### src/rtl/fcvt_float_seq.sv
// Integer-to-IEEE-754 converter (signed/unsigned), truncating, with an inexact flag.
// Latency: n+1 cycles from accept to out_valid (n = NORM iterations), 0 for a zero operand.
// Backpressure: in_ready only in IDLE; the result is held in DONE until out_ready.
module fcvt_float_seq #(
  parameter int BUS_WIDTH = 64
) (
  input  logic                 clk,
  input  logic                 rst_n,
  input  logic                 in_valid,
  output logic                 in_ready,
  input  logic [BUS_WIDTH-1:0] in1,
  input  logic                 is_signed,
  output logic                 out_valid,
  input  logic                 out_ready,
  output logic [BUS_WIDTH-1:0] out,
  output logic                 inexact
);

  // Format geometry: 64 bits selects double, anything else single.
  localparam int EXP_SIZE  = (BUS_WIDTH == 64) ? 11 : 8;
  localparam int MANT_SIZE = (BUS_WIDTH == 64) ? 52 : 23;
  // Bits below the mantissa once the leading one sits in the MSB.
  localparam int LOW_SIZE  = BUS_WIDTH - 1 - MANT_SIZE;
  localparam logic [EXP_SIZE-1:0] BIAS = EXP_SIZE'((1 << (EXP_SIZE - 1)) - 1);
  localparam logic [BUS_WIDTH-1:0] ONE = BUS_WIDTH'(1);

  typedef enum logic [1:0] {IDLE, NORM, PACK, DONE} state_t;

  state_t                 state;
  state_t                 state_nxt;
  logic                   sign_q;
  logic [BUS_WIDTH-1:0]   mag_q;
  logic [6:0]             exp_q;
  logic [BUS_WIDTH-1:0]   out_q;
  logic                   inexact_q;
  logic                   neg;
  logic [EXP_SIZE-1:0]    exp_biased;

  assign neg        = is_signed & in1[BUS_WIDTH-1];
  // exp_q never exceeds BUS_WIDTH-1, so the biased exponent cannot overflow.
  assign exp_biased = {{(EXP_SIZE-7){1'b0}}, exp_q} + BIAS;

  assign in_ready  = (state == IDLE);
  assign out_valid = (state == DONE);
  assign out       = out_q;
  assign inexact   = inexact_q;

  // State register.
  always_ff @(posedge clk or negedge rst_n) begin
    if (!rst_n) begin
      state <= IDLE;
    end else begin
      state <= state_nxt;
    end
  end

  // Next-state logic; zero skips normalisation, DONE waits for the consumer.
  always_comb begin
    state_nxt = state;
    case (state)
      IDLE: begin
        if (in_valid) begin
          state_nxt = (in1 == '0) ? DONE : NORM;
        end
      end
      NORM: begin
        if (mag_q[BUS_WIDTH-1]) begin
          state_nxt = PACK;
        end
      end
      PACK:    state_nxt = DONE;
      DONE: begin
        if (out_ready) begin
          state_nxt = IDLE;
        end
      end
      default: state_nxt = IDLE;
    endcase
  end

  // Datapath: capture magnitude, shift out leading zeros, then pack fields.
  always_ff @(posedge clk or negedge rst_n) begin
    if (!rst_n) begin
      sign_q    <= 1'b0;
      mag_q     <= '0;
      exp_q     <= '0;
      out_q     <= '0;
      inexact_q <= 1'b0;
    end else begin
      case (state)
        IDLE: begin
          if (in_valid) begin
            if (in1 == '0) begin
              // Zero maps straight to +0, never -0.
              out_q     <= '0;
              inexact_q <= 1'b0;
            end else begin
              sign_q <= neg;
              // Signed minimum negates to itself, read as unsigned 2^(W-1).
              mag_q  <= neg ? (~in1 + ONE) : in1;
              exp_q  <= 7'(BUS_WIDTH - 1);
            end
          end
        end
        NORM: begin
          if (!mag_q[BUS_WIDTH-1]) begin
            // Nibble steps first, single steps to finish the last 0..3 zeros.
            if (mag_q[BUS_WIDTH-1 -: 4] == 4'd0) begin
              mag_q <= mag_q << 4;
              exp_q <= exp_q - 7'd4;
            end else begin
              mag_q <= mag_q << 1;
              exp_q <= exp_q - 7'd1;
            end
          end
        end
        PACK: begin
          // Hidden one (MSB) dropped; bits under the mantissa are truncated.
          out_q     <= {sign_q, exp_biased, mag_q[BUS_WIDTH-2 -: MANT_SIZE]};
          inexact_q <= |mag_q[LOW_SIZE-1:0];
        end
        default: ;
      endcase
    end
  end

endmodule

### config.mk
export PLATFORM = sky130hd
export DESIGN_NAME = fcvt_float_seq
export DESIGN_NICKNAME = d
export VERILOG_FILES = /design/src/rtl/fcvt_float_seq.sv
export SDC_FILE = /design/constraint.sdc
export NUM_CORES = 1
export LEC_CHECK = 0
export BUFFER_PORTS_ARGS = -buffer_cell sky130_fd_sc_hd__buf_2
export CAP_MARGIN = 30
export CELL_PAD_IN_SITES_DETAIL_PLACEMENT = 1
export CELL_PAD_IN_SITES_GLOBAL_PLACEMENT = 2
export CORE_MARGIN = 1
export CORE_UTILIZATION = 24
export DETAILED_ROUTE_END_ITERATION = 8
export PLACE_DENSITY = 0.71
export SLEW_MARGIN = 15
export SYNTH_ARGS = -nofsm -noshare
export SYNTH_HDL_FRONTEND = slang
export SYNTH_SLANG_ARGS = --single-unit
### constraint.sdc
create_clock -name clk -period 2.28 [get_ports clk]
set_input_delay 0.342 -clock clk [delete_from_list [all_inputs] [get_ports clk]]
set_output_delay 0.342 -clock clk [all_outputs]
set_load 0.02 [all_outputs]
Word-level counts from Yosys, hierarchy flattened
Index checks and enable logic that the tools add are counted.
- $add $sub $neg: 4
- equal/unequal tests: 9
- muxes and demuxes: 22
- bitwise gates (word level): 3
- reduce and logical (&&, ||, !) cells: 11
- operators by type and width (kind ; number):
    2-to-1 mux 64 bit ; 7
    case mux 64 bit (2 select lines) ; 2
    adder 64 x 1 -> 64 bit (second input constant) ; 1
    zero test 64 bit ; 1
    NOT 64 bit ; 1
    2-to-1 mux 7 bit ; 4
    case mux 7 bit (2 select lines) ; 1
    AND reduction 3 bit ; 4
    adder 7 x 10 -> 11 bit (second input constant) ; 1
    OR reduction 11 bit ; 1
    2-to-1 mux 2 bit ; 4
    != test 2 bit (second input constant) ; 4
    case mux 2 bit (4 select lines) ; 1
    subtractor 7 x 1 -> 7 bit (second input constant) ; 1
    subtractor 7 x 3 -> 7 bit (second input constant) ; 1
    equality test 2 bit (second input constant) ; 2
    zero test 4 bit ; 1
    != test 2 x 1 -> 1 bit (second input constant) ; 2
    AND reduction 4 bit ; 1
    nonzero test 2 bit ; 2
    equality test 2 x 1 -> 1 bit (second input constant) ; 1
    zero test 2 bit ; 1
    2-to-1 mux 1 bit ; 2
    case mux 1 bit (2 select lines) ; 1
    other kinds (2) ; 2
- flip-flop bits (word level): 139
- input bits: 69
- output and inout bits: 67

Depth between registers and ports, before layout
Gate-level depths: netlist (run 1).
- depth after elaboration: 6
- depth in mapped cells: 12
- gate-level depth less buffers: 9

Worst setup path after synthesis (run 1)
OpenSTA, ideal clock, no wires.
- kind: in2reg
- start point: input port in1[53]
- end point: register mag_q[46]
- library setup time: 0.126 ns
- data arrival time: 2.775 ns
- data required time: 2.154 ns
- path slack: -0.621 ns
- cell stages on the path: 10
- path through: or4_1 > buf_2 > or4_4 > nor4_4 > and3_1 > o22ai_1 > and2_1 > buf_6 > buf_6 > a221o_1
- word-level cells in the longest chain between the ends: 3
- RTL lines (item ; line ; text):
    start, declared ; 11 ; input logic [BUS_WIDTH-1:0] in1,
    zero test 64 bit ; 93 ; if (in1 == '0) begin
    != test 2 bit (no line) ; - ;
    AND reduction 4 bit (no line) ; - ;
    end signal, assigned ; 100 ; mag_q <= neg ? (~in1 + ONE) : in1;
    end signal, assigned ; 109 ; mag_q <= mag_q << 4;
    end signal, assigned ; 112 ; mag_q <= mag_q << 1;
    end, declared ; 32 ; logic [BUS_WIDTH-1:0] mag_q;
Every way passes these cells.
A chain may end at the register's enable or synchronous reset.

Worst setup path after layout (run 1)
- start point: input port in1[53]
- end point: register mag_q[47]
Same word-level chain as after synthesis.

==> results of run 1 <==
[metrics by stage]
step                hold slack (ps)  setup slack, ps  utilization [%]  cells  setup TNS, ps
floorplan                     46.41           -600.0                -   1036         -55580
global placement              307.0           -686.7            31.71   1709         -80910
detailed placement            307.1           -692.1            31.71   1709         -82110
CTS                           270.7           -79.71            33.97   1745          -2794
global route                  302.7           -170.0            34.94   1754          -9499
finish                        297.6           -119.2            34.94   1754          -4221
[placed cells by master, fill, tap and decap left out, drive strengths merged, types with 3 or more instances in the layout]
cell and n:
nor3 23, nand2b 4, xnor2 39, clkinv 5
or4 10, o22ai 6, bufinv 3, xor2 23
dfrtp 139, a21oi 71, clkinvlp 5, o21a 3
o21ai 110, inv 14, a41oi 3, a221oi 5
o221ai 3, nand2 255, a31oi 17, nor2 81
and3 4, nand3 13, a221o 21, clkbuf 23
ha 9, or3 9, o41ai 9, mux2i 22
o31ai 11, nand4 4, nor4 22, buf 308
[final cells by class]
type | count | area (sq um) | area share, %
Clock inverter | 12 | 147.6 | 1.248
Inverter | 15 | 56.30 | 0.4758
Multi-Input combinational cell | 808 | 4786 | 40.44
Timing Repair Buffer | 313 | 2352 | 19.88
Sequential cell | 139 | 3478 | 29.39
Clock buffer | 19 | 452.9 | 3.827
Tap cell | 448 | 560.5 | 4.737
[worst max-delay path, stage by stage]
cell and delay, ps:
buf_6 90, or4_4 530, or4_4 520, nor4_4 200, and3_4 250, o22ai_2 80
and2_4 210, clkbuf_16 180, a221o_1 300
[cell usage after synthesis, types with 11 or more instances]
| cell type | n | area share (%) |
|---|---|---|
| a221o_1 | 21 | 2.5 |
| o31ai_1 | 11 | 0.99 |
| a31oi_1 | 17 | 1.3 |
| o21ai_0 | 103 | 6.2 |
| nor3_1 | 23 | 1.4 |
| nand3_1 | 13 | 0.78 |
| clkbuf_1 | 65 | 2.9 |
| nor2_1 | 81 | 3.6 |
| inv_1 | 14 | 0.63 |
| xnor2_1 | 39 | 4.1 |
| nand2_1 | 255 | 11 |
| nor4_1 | 20 | 1.5 |
| xor2_1 | 23 | 2.4 |
| dfrtp_1 | 139 | 42 |
| mux2i_1 | 22 | 2.6 |
| a21oi_1 | 71 | 4.3 |
[cells by family (layout without fill, tap and decap cells)]
family / after synthesis / count (layout) / share of synthesized area, %
compound gates: 272 / 272 / 19.82
mux: 24 / 24 / 2.913
flops: 139 / 139 / 41.75
fa+ha+maj: 9 / 9 / 1.352
xor+xnor: 62 / 62 / 6.517
simple gates: 441 / 441 / 23.20
buf+inv: 89 / 359 / 4.445
[per-layer routing]
layer	routed length [microns]	vias up	track usage, %	share of wire [%]
met5	0	-	0	0
met4	411	0	4.218	1.3
met3	1465	26	2.999	4.5
met2	14150	199	27.28	43
met1	16770	4179	28.13	51
li1	-	4160	-	-
[worst paths after layout]
kind                       depth (start not counted)                    end                  from
hold reg to reg                                    2    out[61]$_DFFE_PN0P_   out[61]$_DFFE_PN0P_
hold / removal                                     3  mag_q[63]$_DFFE_PN0P_               in1[63]
setup / recovery                                   9  mag_q[47]$_DFFE_PN0P_               in1[53]
min in group asynchronous                          2   mag_q[1]$_DFFE_PN0P_                 rst_n
max in group asynchronous                          3    out[22]$_DFFE_PN0P_                 rst_n
setup reg to reg                                   9  mag_q[61]$_DFFE_PN0P_  state[0]$_DFFE_PN0P_
[registers in the layout, indices dropped and copies added (netlist names)]
register,flops
out,64
exp_q,7
mag_q,64
inexact,1
sign_q,1
state,2
[timing repair]
item | 4_1_cts | 5_1_grt
pin swaps | 4 | 8
resized for setup | 50 | 49
setup buffers | 2 | 4
hold buffers | 1 | 0
gates cloned | 2 | 5
hold endpoints to repair | 40 | 0
setup endpoints to repair | 127 | 115
[power by group]
part | switching (mW) | internal [mW]
clock | 1.09 | 1.76
combinational | 4.33 | 2.94
sequential | 1.02 | 3.52
total | 6.44 | 8.22
==> reports/results.ini, run 1 <==
[status]
status=complete, but fails checks
violations=setup timing

[layout]
postLayoutCellArea_sq_um=11830
syn_to_final_growth_pct=42.03
layout.nets=1372
filler_cell_count=4082
insertedDiodeCount=0
final_layout_size_suffix_gt1_share_pct=30.93

[sta]
tightest_slew_ps=853.5
slew-limit-headroom_pct=42.36
maxSlewViolCount=0
fmaxAchievable_mhz=416.8
final_hold_viol_count=0
finalSetupViolations=95
skew_ps=6.301
fin_crit_ps=2399
period_share_pct=105.2
rsz0062_at_grt=yes
postLayoutSetupSlackWorst_ps=-119.2

[die]
die_y_microns=188.3
die_area_sq_um=35460
io_pins=136
core-area_sq_um=33870
rows=67
initial_core_util_pct=24.60
die_w_microns=188.3

[drt]
drcViolationCount=0
ant_nets=0
firstDrtPassIters=5
vias=8564
wl_per_cell_microns=18.70
post_drt_via_cell_ratio=4.883
wl_mm=32.80
drt_iter0_markers=404

[power]
cellPowerDensity_nw_per_um2=1239
vdd_ir_drop_max_mv=0.4643
p_leak_nw=5.237
finalPower_mw=14.66

[grt]
grt_usage_pct=18.57
grt-ovfl-total=0
grt_pass1_wl_mm=51.61
antenna_found_initial=0
grt_pass1_vias=8888
grt_max_degree=65

[clocking]
root_buffer=clkbuf_16
clk_pin_slew_ps=60
numCtsBuffers=17
cts_buffer_depth=2
clock_latency_ps=430
htreeDepth=4
cts_tree=yes
cts.sinks=139

[logic_synthesis]
yosysWarnings=0
yosysSeqAreaShare_pct=41.75
synth-edff-count=0
netlist_instances=1036
synth.distinct_cells=53
syn_area_per_cell_sq_um=8.042
syn-num-nets=1114
ys.flop_type=dfrtp_1
async_flop_share_pct=100.0
synth_seq_cells=139
synthesis.area_sq_um=8332

[setup_path]
crit_arrival_ps=2710
ff2ff_setup_slack_ps=40
criticalPathCategory=input port to flip-flop
path_max_fanout=12
startpoint_type=input port
end_kind=flip-flop
required_ps=2590

[hold_path]
hold_path_class=input port to flip-flop

[placed_design]
placed_cell_area_sq_um=10740
hpwl_mm=24.48
gp_congestion=0.8415
port_buffers=135

[flow_run]
drv_cap=0

Note: power is estimated with default switching activity, not from simulation.
==> inputs of run 2 (changes only) <==
--- a/config.mk
+++ b/config.mk
@@ -12,7 +12,7 @@
 export CORE_MARGIN = 1
 export CORE_UTILIZATION = 24
 export DETAILED_ROUTE_END_ITERATION = 8
-export PLACE_DENSITY = 0.71
+export PLACE_DENSITY = 0.73
 export SLEW_MARGIN = 15
 export SYNTH_ARGS = -nofsm -noshare
 export SYNTH_HDL_FRONTEND = slang
==> constraint.sdc (replaced) <==
create_clock -name clk -period 3.02 [get_ports clk]
set_input_delay 0.453 -clock clk [delete_from_list [all_inputs] [get_ports clk]]
set_output_delay 0.453 -clock clk [all_outputs]
set_load 0.02 [all_outputs]
==> reports/results.ini, run 2 (synthesis results as in run 1) <==
[sta]
fin_crit_ps=2742
maxSlewViolCount=0  ; unchanged
final_hold_viol_count=0  ; unchanged
period_share_pct=90.78
skew_ps=6.736  ; +0.4347 ps
tns_ps=0  ; +4221 ps
finalSetupViolations=0  ; -100%
whs_ps=48.65  ; -249.0 ps
tightest_slew_ps=816.6  ; -36.89 ps
fmaxAchievable_mhz=364.7
rsz0062_at_grt=no
slew-limit-headroom_pct=44.85  ; +2.5 points

[clocking]
htreeDepth=4  ; unchanged
cts.sinks=139  ; unchanged
post-cts-setup-buffer-count=0  ; -2
cts_tree=yes
numCtsBuffers=17  ; unchanged
clock_latency_ps=430  ; about the same
post_cts_resized=0  ; -100%
holdBufCountCts=0  ; -1
root_buffer=clkbuf_16
clk_pin_slew_ps=60  ; about the same
cts_buffer_depth=2  ; unchanged

[setup_path]
end_kind=flip-flop
crit_arrival_ps=3050  ; +340 ps
cp_cell_sequence=buf_2, or4_1, or4_4, nor4_4, buf_4, a41oi_2, nand2_1, buf_12, nor2_1, a221o_1
required_ps=3330  ; +740 ps
slowest_stage=or4_1
criticalPathCategory=input port to flip-flop
max_stage_delay_ps=570  ; +40 ps
startpoint_type=input port
rr_startpoint=state[1]$_DFFE_PN0P_
path_max_fanout=23  ; +11
startpoint=in1[53]

[drt]
vias=8076  ; -5.7%
ant_nets=0  ; unchanged
wl_mm=30.40  ; -7.3%
drcViolationCount=0  ; unchanged
firstDrtPassIters=5  ; unchanged
wl_per_cell_microns=18.41  ; -1.5%
drt_iter0_markers=483  ; +20%
post_drt_via_cell_ratio=4.892  ; +0.18%

[die]
die_area_sq_um=35460  ; unchanged
initial_core_util_pct=24.60  ; unchanged
core-area_sq_um=33870  ; unchanged
die_y_microns=188.3  ; unchanged
die_w_microns=188.3  ; unchanged
io_pins=136  ; unchanged
rows=67  ; unchanged

[power]
p_switching_mw=4.480  ; -30%
finalPower_mw=10.11  ; -31%
power.share.switching_pct=44.32  ; +0.40 points
cellPowerDensity_nw_per_um2=962.3  ; -22%
p_comb_share_pct=45.3  ; -4.3 points
intPower_mw=5.627  ; -32%
vdd_ir_drop_max_mv=0.3906  ; -16%
p_leak_nw=4.585  ; -12%
seqPwrFrac_pct=33.7  ; +2.7 points
p_clk_share_pct=21.0  ; +1.6 points

[placed_design]
port_buffers=135  ; unchanged
hpwl_mm=23.25  ; -5.0%
gp_congestion=0.8704  ; +3.4%

[layout]
layout.nets=1268  ; -7.6%
seq_area_sq_um=3478  ; unchanged
insertedDiodeCount=0  ; unchanged
final_layout_size_suffix_gt1_share_pct=20.86  ; -10 points
final_core_utilization_pct=31.01  ; -3.9 points
filler_cell_count=4088  ; +0.15%
layout_common_cells=nand2_1 (255), dfrtp_1 (139), buf_2 (134), o21ai_0 (103), nor2_1 (81)
syn_to_final_growth_pct=26.06
multiInputGateArea_sq_um=4514  ; -5.7%
layout_commonest_cell=nand2_1

[grt]
grt_max_degree=79  ; +22%
grt-ovfl-total=0  ; unchanged
grt_usage_pct=17.47  ; -1.1 points
grt_pass1_wl_mm=48.58  ; -5.9%
antenna_found_initial=0  ; unchanged
grt_pass1_vias=8260  ; -7.1%

[status]
status=complete, no violations

[hold_path]
hold_path_class=input port to async pin

[flow_run]
drv_cap=0  ; unchanged

==> run 2: routing by layer <==
layer  track usage, %  share of wire, %  up-vias
li1                 -                 -     3949
met1            27.27                54     3935
met2            24.89                42      176
met3            2.757               3.3       16
met4            3.629              0.89        0
met5                0                 0        -
==> run 2: metrics by stage <==
| stage | cell area (sq um) | worst slack (ps) | std cells |
|---|---|---|---|
| 5_1_grt | 10500 | 203.2 | 1651 |
| 6_report | 10500 | 278.4 | 1651 |
| 4_1_cts | 10500 | 307.2 | 1651 |
| 3_5_place_dp | 9910 | -124.0 | 1619 |
| 3_3_place_gp | 9910 | -111.7 | 1619 |
| 2_1_floorplan | 8332 | 8.114 | 1036 |
==> run 2: area by class of cell <==
type                       count  area share (%)
tap                          448           5.337
multi-input combinational    808           42.98
inverter                      15          0.5361
sequential                   139           33.12
timing repair buffer         209           12.38
clock buffer                  19           4.217
clock inverter                13           1.430
==> run 2: final timing paths <==
| kind | to | slack, ps | cells past startpoint |
|---|---|---|---|
| setup / recovery | mag_q[37]$_DFFE_PN0P_ | 280 | 10 |
| hold / removal | out[24]$_DFFE_PN0P_ | 50 | 1 |
| setup reg to reg | exp_q[6]$_DFFE_PN0P_ | 480 | 8 |
| hold reg to reg | out[0]$_DFFE_PN0P_ | 470 | 2 |
| max in group asynchronous | mag_q[57]$_DFFE_PN0P_ | 2140 | 2 |
| min in group clk | mag_q[0]$_DFFE_PN0P_ | 350 | 3 |
==> run 2: power groups by stage <==
stage	Combinational [mW]	Clock, mW	Sequential (mW)
floorplan	2.57	0	3.57
global placement	4.50	0	3.43
detailed placement	4.60	0	3.45
CTS	4.62	2.17	3.42
global route	5.13	2.25	3.52
finish	4.58	2.12	3.40
==> run 2: worst max-delay path: cells and delay by family <==
family / cells / cell delay, ps
AND/OR/NAND/NOR: 5 / 1710
buffers and inverters: 3 / 470
AO/OA/AOI/OAI: 2 / 410
